--- src/rtl/ext_tid_alloc.sv ---
// Transaction-ID pool: busy bitmap, outstanding counter and a soft limit on live IDs.
// Define EXT_TID_ALLOC_CHECK_EN to turn invalid releases into a sticky err_o flag.
module ext_tid_alloc #(
    parameter int NB_TID        = 16,
    parameter int EXT_TID_WIDTH = 4,
    parameter int CNT_WIDTH     = EXT_TID_WIDTH + 1
) (
    input  logic                     clk_i,
    input  logic                     rst_ni,
    input  logic [CNT_WIDTH-1:0]     limit_i,
    input  logic                     alloc_req_i,
    output logic                     valid_tid_o,
    output logic [EXT_TID_WIDTH-1:0] tid_o,
    input  logic                     release_req_i,
    input  logic [EXT_TID_WIDTH-1:0] release_tid_i,
    output logic [CNT_WIDTH-1:0]     outstanding_o,
    output logic                     idle_o,
    output logic                     err_o,
    input  logic                     err_clr_i
);

    localparam int NB_PAD = 1 << EXT_TID_WIDTH;
    localparam logic [CNT_WIDTH-1:0] NB_TID_C = CNT_WIDTH'(NB_TID);

    logic [NB_TID-1:0]    busy_q;
    logic [NB_TID-1:0]    busy_d;
    logic [NB_TID-1:0]    set_mask;
    logic [NB_TID-1:0]    clr_mask;
    logic [NB_PAD-1:0]    busy_pad;
    logic [CNT_WIDTH-1:0] cnt_q;
    logic [CNT_WIDTH-1:0] eff_limit;
    logic                 alloc_fire;
    logic                 rel_valid;

    assign eff_limit   = (limit_i > NB_TID_C) ? NB_TID_C : limit_i;
    assign valid_tid_o = ~(&busy_q) && (cnt_q < eff_limit);

    always_comb begin
        tid_o = '0;
        for (int i = NB_TID - 1; i >= 0; i--) begin
            if (!busy_q[i]) tid_o = EXT_TID_WIDTH'(i);
        end
    end

    // Padding to the full ID space makes out-of-range IDs read as free, so they fall out as invalid releases.
    assign busy_pad   = NB_PAD'(busy_q);
    assign rel_valid  = release_req_i & busy_pad[release_tid_i];
    assign alloc_fire = alloc_req_i & valid_tid_o;

    // The allocated ID is always free and the released one always busy, so the two masks never overlap.
    assign set_mask = alloc_fire ? (NB_TID'(1) << tid_o) : '0;
    assign clr_mask = rel_valid ? (NB_TID'(1) << release_tid_i) : '0;
    assign busy_d   = (busy_q | set_mask) & ~clr_mask;

    always_ff @(posedge clk_i or negedge rst_ni) begin
        if (!rst_ni) begin
            busy_q <= '0;
            cnt_q  <= '0;
        end else begin
            busy_q <= busy_d;
            if (alloc_fire && !rel_valid) begin
                cnt_q <= cnt_q + 1'b1;
            end else if (!alloc_fire && rel_valid) begin
                cnt_q <= cnt_q - 1'b1;
            end
        end
    end

    assign outstanding_o = cnt_q;
    assign idle_o        = (cnt_q == '0);

`ifdef EXT_TID_ALLOC_CHECK_EN
    logic err_q;

    // A fresh invalid release wins over a coincident clear.
    always_ff @(posedge clk_i or negedge rst_ni) begin
        if (!rst_ni) begin
            err_q <= 1'b0;
        end else if (release_req_i && !rel_valid) begin
            err_q <= 1'b1;
        end else if (err_clr_i) begin
            err_q <= 1'b0;
        end
    end

    assign err_o = err_q;
`else
    logic unused_err_clr;

    assign unused_err_clr = err_clr_i;
    assign err_o          = 1'b0;
`endif

endmodule

--- config.mk ---
export PLATFORM = sky130hd
export DESIGN_NAME = ext_tid_alloc
export DESIGN_NICKNAME = d
export VERILOG_FILES = /design/src/rtl/ext_tid_alloc.sv
export SDC_FILE = /design/constraint.sdc
export NUM_CORES = 1
export LEC_CHECK = 0
export ABC_CLOCK_PERIOD_IN_PS = 3380
export BUFFER_PORTS_ARGS = -buffer_cell sky130_fd_sc_hd__buf_4
export CAP_MARGIN = 20
export CELL_PAD_IN_SITES_DETAIL_PLACEMENT = 0
export CELL_PAD_IN_SITES_GLOBAL_PLACEMENT = 1
export CORE_ASPECT_RATIO = 0.75
export CORE_MARGIN = 3
export CORE_UTILIZATION = 40
export CTS_CLUSTER_SIZE = 8
export DETAILED_ROUTE_END_ITERATION = 10
export GPL_ROUTABILITY_DRIVEN = 1
export PLACE_DENSITY = 0.86
export SLEW_MARGIN = 10
export SYNTH_ARGS = -nofsm -noshare
export SYNTH_HDL_FRONTEND = slang
export SYNTH_SLANG_ARGS = --single-unit
--- constraint.sdc ---
create_clock -name clk_i -period 3.38 [get_ports clk_i]
set_clock_uncertainty 0.15 [all_clocks]
set_input_delay 0.507 -clock clk_i [delete_from_list [all_inputs] [get_ports clk_i]]
set_output_delay 0.507 -clock clk_i [all_outputs]
set_load 0.01 [all_outputs]
==> flow_summary.ini, run 1 <==
[run_status]
status = finished clean

[global_routing]
grt_pass1_vias = 1443
gr-total-overflow = 0
grt_pass1_wl_mm = 7.33
grt_usage_pct = 19.8
grt_max_degree = 22
grt_antenna_before_repair = 0

[layout]
fin_util_pct = 53.7
mostFrequentLayoutCells = buf_4 (42), dfrtp_1 (20), nand2_1 (15), nor2_1 (15), inv_1 (10)
final_common_cell = buf_4
n_fill_cell = 343
fin_cells = 264
seqCellArea_um2 = 527
drive_gt1_share_pct = 25.9
insertedDiodeCount = 0
syn_to_final_growth_pct = 25.2
multi_input_area_mm2 = 0.00102
final_nets = 236

[worst_setup_path]
crit_type = in2reg
cp-end-kind = register
start_kind = input pin
cp.arrival_ns = 3.29
critical_path_required_ns = 3.39
crit_fanout = 6

[routing]
first_pass_iters = 4
drt_iter0_markers = 197
wirelength_mm = 4.46
wl_per_cell_um = 16.9
drc = 0
dr_total_vias = 1565
antenna_left = 0
vias_per_cell = 5.93

[sta]
layout_min_cycle_time_ns = 3.28
timing.final.max_slew_violations = 0
max_freq_ghz = 0.305
finalHoldViolations = 0
finalSetupViolCount = 0
finalCritPeriodShare_pct = 97.1

[power]
finalPower_mw = 1.72
ir_drop_mv = 0.479
power_per_cell_area_mw_per_mm2 = 848
cellLeakagePower_nw = 0.906

[placement]
dp.cells = 259
gp_congestion = 0.943
portBuffers = 23
post-dp-hpwl_mm = 3.48

[logic_synthesis]
synthFlopType = dfrtp_1
synth_area_leaders = dfrtp_1 (32%), mux4_1 (6.5%), ha_1 (6.2%), nand2_1 (3.5%), nor2_1 (3.5%)
netlist.top_cell.by_area = dfrtp_1
synth_top_area_share_pct = 32.4
synth_area_per_cell_um2 = 9.43
ys_ff_latch = 21
synth-edff-count = 0
yosysUniqueCellTypes = 56
yosys_warnings = 0
synthArstFlopShare_pct = 100
synthesis.nets = 195
yosysSeqAreaShare_pct = 32.4
synth_area_mm2 = 0.00162
syn_inst = 172

[die]
start_util_pct = 42.9
rows = 19
die_x_um = 79.5
die_h_um = 61.1
io_pins = 26
fp.dieArea_mm2 = 0.00486
core_area_mm2 = 0.00378

[cts]
htree_levels = 1
clockRootBuffer = clkbuf_8
cts_buffer_depth = 2
cts_tree = yes
cts_buffers = 3
cts_num_sinks = 21
clk_pin_slew_ns = 0.08
clk_latency_ns = 0.27

[min_path]
hp-class = in2reg

[job]
cap_violations = 0
layout make-up:
cell class / count / share of cell area (%)
multi-input cells: 133 / 50.4
inverters: 11 / 2.03
clock buffers: 3 / 2.03
repair buffers: 43 / 16.0
flip-flops and latches: 21 / 26.0
well taps: 52 / 3.21
clock inverters: 1 / 0.370
cell usage after synthesis, drive strengths merged, types with 2 or more instances:
cell type  count
and4           3
nand3          5
o22a           3
buf            6
dfrtp         21
inv           11
or2            2
nor4b          3
ha             8
nand4          7
a21o           2
nor3           4
a21oi          9
nor2          15
o32a           2
o21a           4
nor2b          3
a41oi          5
nand2         15
xor2           2
mux4           5
nand2b         2
o21ai          6
a31oi          4
xnor2          3
worst paths after layout:
path	from	endpoint	slack, ns	depth (start not counted)
setup / recovery	release_tid_i[0]	outstanding_o[4]	0.1	12
hold / removal	release_tid_i[1]	busy_pad[6]	0.41	2
setup reg to reg	busy_pad[9]	outstanding_o[4]	0.13	11
hold reg to reg	outstanding_o[4]	outstanding_o[4]	0.42	1
max in group asynchronous	rst_ni	outstanding_o[1]	2.34	2
min in group asynchronous	rst_ni	busy_pad[2]	0.50	2
registers in the layout (all words and copies together), names as in the netlist:
register / cells
busy_pad: 16
outstanding_o: 5
power breakdown:
group	switching (mW)	total [mW]	internal, mW
Clock	0.0910	0.175	0.0836
Combinational	0.591	1.12	0.532
Sequential	0.0878	0.424	0.336
Total	0.770	1.72	0.951
repair_timing:
action                                 CTS  global route
setup endpoints to repair                0             1
endpoints found under the hold margin   21             0
resized for setup                        0             2
buffers inserted                         0             0
hold buffers                             1             0
stage by stage:
step	TNS (ns)	hold slack, ns	setup WS, ns	area, um2
finish	0	0.414	0.0994	2030
global route	-0.0351	0.406	-0.0351	2030
CTS	0	0.400	0.108	2020
detailed placement	-0.257	0.260	-0.173	1960
global placement	-0.183	0.253	-0.141	1960
floorplan	0	0.0614	0.115	1620
routing by layer:
| layer | global-route usage [%] | vias to the layer above | part of all wire [%] |
|---|---|---|---|
| met4 | 2.94 | 0 | 0.54 |
| met5 | 0 | - | 0 |
| met2 | 31.0 | 57 | 46 |
| met1 | 29.2 | 773 | 46 |
| li1 | - | 732 | - |
| met3 | 3.95 | 3 | 7.0 |
critical path: stages:
cell	delay [ns]
buf_4	0.15
mux4_1	0.62
mux4_1	0.52
nand2_1	0.12
ha_1	0.18
inv_1	0.09
fa_1	0.39
a21o_1	0.17
a21oi_1	0.18
xnor2_1	0.14
nor2_1	0.06
xor2_1	0.14
logic make-up (layout without fill, tap and decap cells):
family	after synthesis	after routing	share of synthesized area, %
buffers and inverters	18	58	5.09
adders and majority gates	9	9	7.41
muxes	6	6	8.56
and+or+nand+nor	67	67	22.8
other	1	1	0.231
xor gates and xnor gates	5	5	2.70
AOI/OAI and AO/OA	45	45	20.8
DFF	21	21	32.4
No activity file was read; power rests on OpenSTA's default activity.
==> run 2, diff against run 1 <==
--- a/config.mk
+++ b/config.mk
@@ -10,14 +10,14 @@
 export CAP_MARGIN = 20
 export CELL_PAD_IN_SITES_DETAIL_PLACEMENT = 0
 export CELL_PAD_IN_SITES_GLOBAL_PLACEMENT = 1
-export CORE_ASPECT_RATIO = 0.75
+export CORE_ASPECT_RATIO = 1.4
 export CORE_MARGIN = 3
 export CORE_UTILIZATION = 40
 export CTS_CLUSTER_SIZE = 8
 export DETAILED_ROUTE_END_ITERATION = 10
 export GPL_ROUTABILITY_DRIVEN = 1
 export PLACE_DENSITY = 0.86
-export SLEW_MARGIN = 10
+export SLEW_MARGIN = 20
 export SYNTH_ARGS = -nofsm -noshare
 export SYNTH_HDL_FRONTEND = slang
 export SYNTH_SLANG_ARGS = --single-unit
==> flow_summary.ini, run 2 (synthesis gave the netlist of run 1 again) <==
[run_status]
status = finished clean

[min_path]
hold_depth = 1
hp-start = outstanding_o[4]
whs_endpoint = outstanding_o[4]
hp-class = reg2reg

[cts]
cts_num_sinks = 21
cts_buffer_depth = 2
clk_latency_ns = 0.27
cts_tree = yes
htree_levels = 1
clockRootBuffer = clkbuf_8
clk_pin_slew_ns = 0.09
post_cts_buffers = 0
cts_buffers = 3

[worst_setup_path]
reg2reg_depth = 11
cp_common_cell = mux4_1
critical_path_required_ns = 3.39
start_kind = register
crit_type = reg2reg
worstReg2RegEnd = outstanding_o[4]
r2r_start = busy_pad[6]
cp-end-kind = register
r2r_slack_ns = 0.17
cp.arrival_ns = 3.22
crit_fanout = 5
cpMaxStageDelayCell = mux4_1
slowest_delay_ns = 0.54
path_cells = mux4_1 -> mux4_1 -> nand2_1 -> ha_1 -> inv_1 -> fa_1 -> a21o_1 -> a21oi_1 -> xnor2_1 -> nor2_1 -> xor2_1

[placement]
gp_congestion = 0.916
portBuffers = 23
post-dp-hpwl_mm = 3.54
post-place-ws_ns = -0.103

[routing]
drt_iter0_markers = 156
antenna_left = 0
wl_per_cell_um = 18.1
drc = 0
wirelength_mm = 4.61
vias_per_cell = 6.13
dr_total_vias = 1556
first_pass_iters = 4

[sta]
grt_setup_unrepaired = no
max_freq_ghz = 0.311
timing.final.max_slew_violations = 0
worst_slack_ns = 0.166
fin_tns_setup_ns = 0
finalCritPeriodShare_pct = 95.1
finalHoldViolations = 0
timing.hold.ws_ns = 0.399
layout_min_cycle_time_ns = 3.21
finalSetupViolCount = 0

[layout]
fin_util_pct = 53.2
n_fill_cell = 339
multi_input_area_mm2 = 0.00101
syn_to_final_growth_pct = 23.8
final_nets = 236
drive_gt1_share_pct = 25.9
largest_reg_flops = 16
final_common_cell = buf_4
seqCellArea_um2 = 527
insertedDiodeCount = 0
mostFrequentLayoutCells = buf_4 (42), dfrtp_1 (20), nand2_1 (15), nor2_1 (15), inv_1 (10)

[job]
cap_violations = 0

[power]
ir_drop_mv = 0.542
power_per_cell_area_mw_per_mm2 = 854
cellLeakagePower_nw = 0.901
finalPower_mw = 1.72

[global_routing]
gr-total-overflow = 0
grt_max_degree = 22
grt_usage_pct = 20.8
grt_antenna_before_repair = 0
grt_pass1_vias = 1558
grt_pass1_wl_mm = 7.69

[die]
io_pins = 26
core_area_mm2 = 0.00377
rows = 26
die_x_um = 59.8
fp.dieArea_mm2 = 0.00486
die_h_um = 81.3
start_util_pct = 43.0
-- run 2: changes by cell type in the layout (fill, tap and decap cells not counted) --
cell	before	now
nor4b_2	1	2
nor4b_4	1	0
-- run 2: layout make-up --
class,instances,share of cell area [%]
multi-input combinational,133,50.5
sequential,21,26.2
timing repair buffer,43,16.2
tap,42,2.62
clock buffer,3,2.06
inverter,11,2.06
clock inverter,1,0.374
-- run 2: how the worst max path moves through the flow --
stage | slack [ns] | endpoint | from
floorplan | 0.12 | outstanding_o[4] | limit_i[4]
global placement | -0.1 | outstanding_o[4] | release_tid_i[0]
detailed placement | -0.10 | outstanding_o[4] | release_tid_i[0]
CTS | 0.16 | outstanding_o[4] | busy_pad[4]
global route | 0.008 | outstanding_o[4] | limit_i[4]
finish | 0.17 | outstanding_o[4] | busy_pad[6]
-- run 2: repair_timing --
item                                    4_1_cts  5_1_grt
gates resized for setup                       0        1
endpoints found under the setup margin        0        1
hold buffers                                  1        0
hold endpoints to repair                     21        0
-- run 2: metrics by stage --
| stage | cell area, um2 | instances |
|---|---|---|
| 2_1_floorplan | 1620 | 172 |
| 3_3_place_gp | 1950 | 249 |
| 3_5_place_dp | 1950 | 249 |
| 4_1_cts | 2010 | 254 |
| 5_1_grt | 2010 | 254 |
| 6_report | 2010 | 254 |
-- run 2: critical path, delay by kind of cell, from the launching register on --
| family | cells | cell delay [ns] |
|---|---|---|
| compound gates | 2 | 0.33 |
| xor+xnor | 2 | 0.28 |
| fa+ha+maj | 2 | 0.57 |
| buf+inv | 1 | 0.10 |
| flops | 1 | 0.44 |
| mux | 2 | 1.05 |
| simple gates | 2 | 0.19 |
-- run 2: metal layers --
| metal | global-route usage (%) | wire length [um] |
|---|---|---|
| met1 | 25.6 | 1800 |
| met2 | 35.8 | 2310 |
| met3 | 3.82 | 333 |
| met4 | 6.87 | 159 |
| met5 | 0 | 0 |
-- run 2: power breakdown --
| part | switching, mW | total, mW | internal (mW) | leakage (nW) |
|---|---|---|---|---|
| combinational | 0.585 | 1.11 | 0.522 | 0.622 |
| sequential | 0.0959 | 0.432 | 0.336 | 0.258 |
| clock | 0.0930 | 0.177 | 0.0835 | 0.0217 |
| total | 0.774 | 1.72 | 0.941 | 0.901 |
==> run 3, diff against run 2 <==
--- a/config.mk
+++ b/config.mk
@@ -6,7 +6,7 @@
 export NUM_CORES = 1
 export LEC_CHECK = 0
 export ABC_CLOCK_PERIOD_IN_PS = 3380
-export BUFFER_PORTS_ARGS = -buffer_cell sky130_fd_sc_hd__buf_4
+export BUFFER_PORTS_ARGS = -buffer_cell sky130_fd_sc_hd__buf_2
 export CAP_MARGIN = 20
 export CELL_PAD_IN_SITES_DETAIL_PLACEMENT = 0
 export CELL_PAD_IN_SITES_GLOBAL_PLACEMENT = 1
==> flow_summary.ini, run 3 (synthesis gave the netlist of run 1 again) <==
[run_status]
status = finished clean

[routing]
drt_iter0_markers = 97
wirelength_mm = 4.53
drc = 0
dr_total_vias = 1554
vias_per_cell = 6.14
wl_per_cell_um = 17.9
first_pass_iters = 5
antenna_left = 0

[power]
clkPwrFrac_pct = 10.0
p_comb_share_pct = 64.1
power_per_cell_area_mw_per_mm2 = 873
cellLeakagePower_nw = 0.871
ir_drop_mv = 0.586
swShare_pct = 45.9
pwr-share-seq_pct = 25.9
p_int_mw = 0.917
netSwitchingPower_mw = 0.778

[cts]
post_cts_buffers = 0
cts_resized = 0
ctsHoldBuffers = 0
cts_num_sinks = 21
cts_tree = yes
cts_buffers = 3
clockRootBuffer = clkbuf_8
clk_pin_slew_ns = 0.09
cts_buffer_depth = 2
htree_levels = 1
clk_latency_ns = 0.27

[worst_setup_path]
path_buf_inv = 2
path_cells = buf_2 -> mux4_2 -> mux4_1 -> nand2_1 -> ha_1 -> inv_1 -> fa_1 -> a21o_1 -> a21oi_2 -> xnor2_1 -> nor2_1 -> xor2_1
crit_fanout = 6
cp-end-kind = register
cpMaxStageDelayCell = mux4_2
crit_type = in2reg
critical_path_required_ns = 3.39
start_kind = input pin
slowest_delay_ns = 0.54
cp.arrival_ns = 3.23
path_delay_family = multiplexers

[sta]
timing.final.max_slew_violations = 0
grt_setup_unrepaired = no
timing.hold.ws_ns = 0.0403
max_freq_ghz = 0.311
finalSetupViolCount = 0
finalCritPeriodShare_pct = 95.3
layout_min_cycle_time_ns = 3.22
finalHoldViolations = 0

[global_routing]
gr-total-overflow = 0
grt_pass1_vias = 1647
grt_pass1_wl_mm = 7.60
grt_antenna_before_repair = 0
grt_usage_pct = 20.6
grt_max_degree = 22

[layout]
fin_util_pct = 51.5
largest_reg_flops = 16
drive_gt1_share_pct = 28.0
final_common_cell = buf_2
final_nets = 235
final_cell_area_mm2 = 0.00194
syn_to_final_growth_pct = 19.8
mostFrequentLayoutCells = buf_2 (23), dfrtp_1 (20), buf_4 (19)
insertedDiodeCount = 0

[die]
io_pins = 26
rows = 26
die_h_um = 81.3
die_x_um = 59.8
core_area_mm2 = 0.00377
fp.dieArea_mm2 = 0.00486
start_util_pct = 43.0

[job]
cap_violations = 0

[min_path]
hp-class = in2async

[placement]
post-dp-hpwl_mm = 3.57
place_area_mm2 = 0.00189
gp_congestion = 0.957
portBuffers = 23
==> run 3: cell count changes in the layout (fill, tap and decap cells not counted), sizes merged <==
| cell | previous run | this run |
|---|---|---|
| dlygate4sd3 | 1 | 0 |
==> run 3: cell type report <==
| type | instances | area (um2) |
|---|---|---|
| Fill cell | 359 | 1830 |
| Multi-Input combinational cell | 133 | 1010 |
| Sequential cell | 21 | 527 |
| Timing Repair Buffer | 42 | 258 |
| Tap cell | 42 | 52.6 |
| Clock buffer | 3 | 41.3 |
| Inverter | 11 | 41.3 |
| Clock inverter | 1 | 7.51 |
==> run 3: stage by stage <==
step	instances	worst slack (ns)	setup TNS, ns	total power, mW
floorplan	172	0.115	0	1.10
global placement	249	-0.129	-0.159	1.45
detailed placement	249	-0.235	-0.295	1.50
CTS	253	0.0528	0	1.68
global route	253	0.0280	0	1.84
finish	253	0.160	0	1.69
==> run 3: power by group through the flow <==
stage | Clock, mW | Combinational (mW) | Sequential, mW
6_report | 0.169 | 1.09 | 0.439
5_1_grt | 0.189 | 1.20 | 0.454
4_1_cts | 0.175 | 1.07 | 0.435
3_5_place_dp | 0 | 1.07 | 0.438
3_3_place_gp | 0 | 1.02 | 0.432
2_1_floorplan | 0 | 0.669 | 0.435
==> run 3: final timing paths <==
check / slack, ns / endpoint / depth (start not counted) / from
worst max-delay path: 0.16 / outstanding_o[4] / 12 / release_tid_i[0]
worst min-delay path: 0.04 / busy_pad[12] / 1 / rst_ni
worst max register to register: 0.18 / outstanding_o[4] / 11 / busy_pad[11]
min in group clk_i: 0.39 / outstanding_o[4] / 1 / outstanding_o[4]
max in group asynchronous: 2.68 / outstanding_o[1] / 1 / rst_ni
worst min register to register: 0.39 / outstanding_o[4] / 1 / outstanding_o[4]
==> run 3: worst reg2reg max path, cell delays in order, from the launching register on <==
cell,delay [ns]
dfrtp_1,0.43
mux4_2,0.50
mux4_1,0.52
nand2_1,0.13
ha_1,0.18
inv_1,0.09
fa_1,0.41
a21o_1,0.19
a21oi_2,0.15
xnor2_1,0.13
nor2_1,0.07
xor2_1,0.15
==> run 3: layer usage <==
metal / vias to the layer above / share of wire, % / track usage [%]
li1: 731 / - / -
met1: 729 / 40 / 23.3
met2: 80 / 52 / 36.7
met3: 14 / 5.9 / 3.02
met4: 0 / 2.9 / 9.76
met5: - / 0 / 0
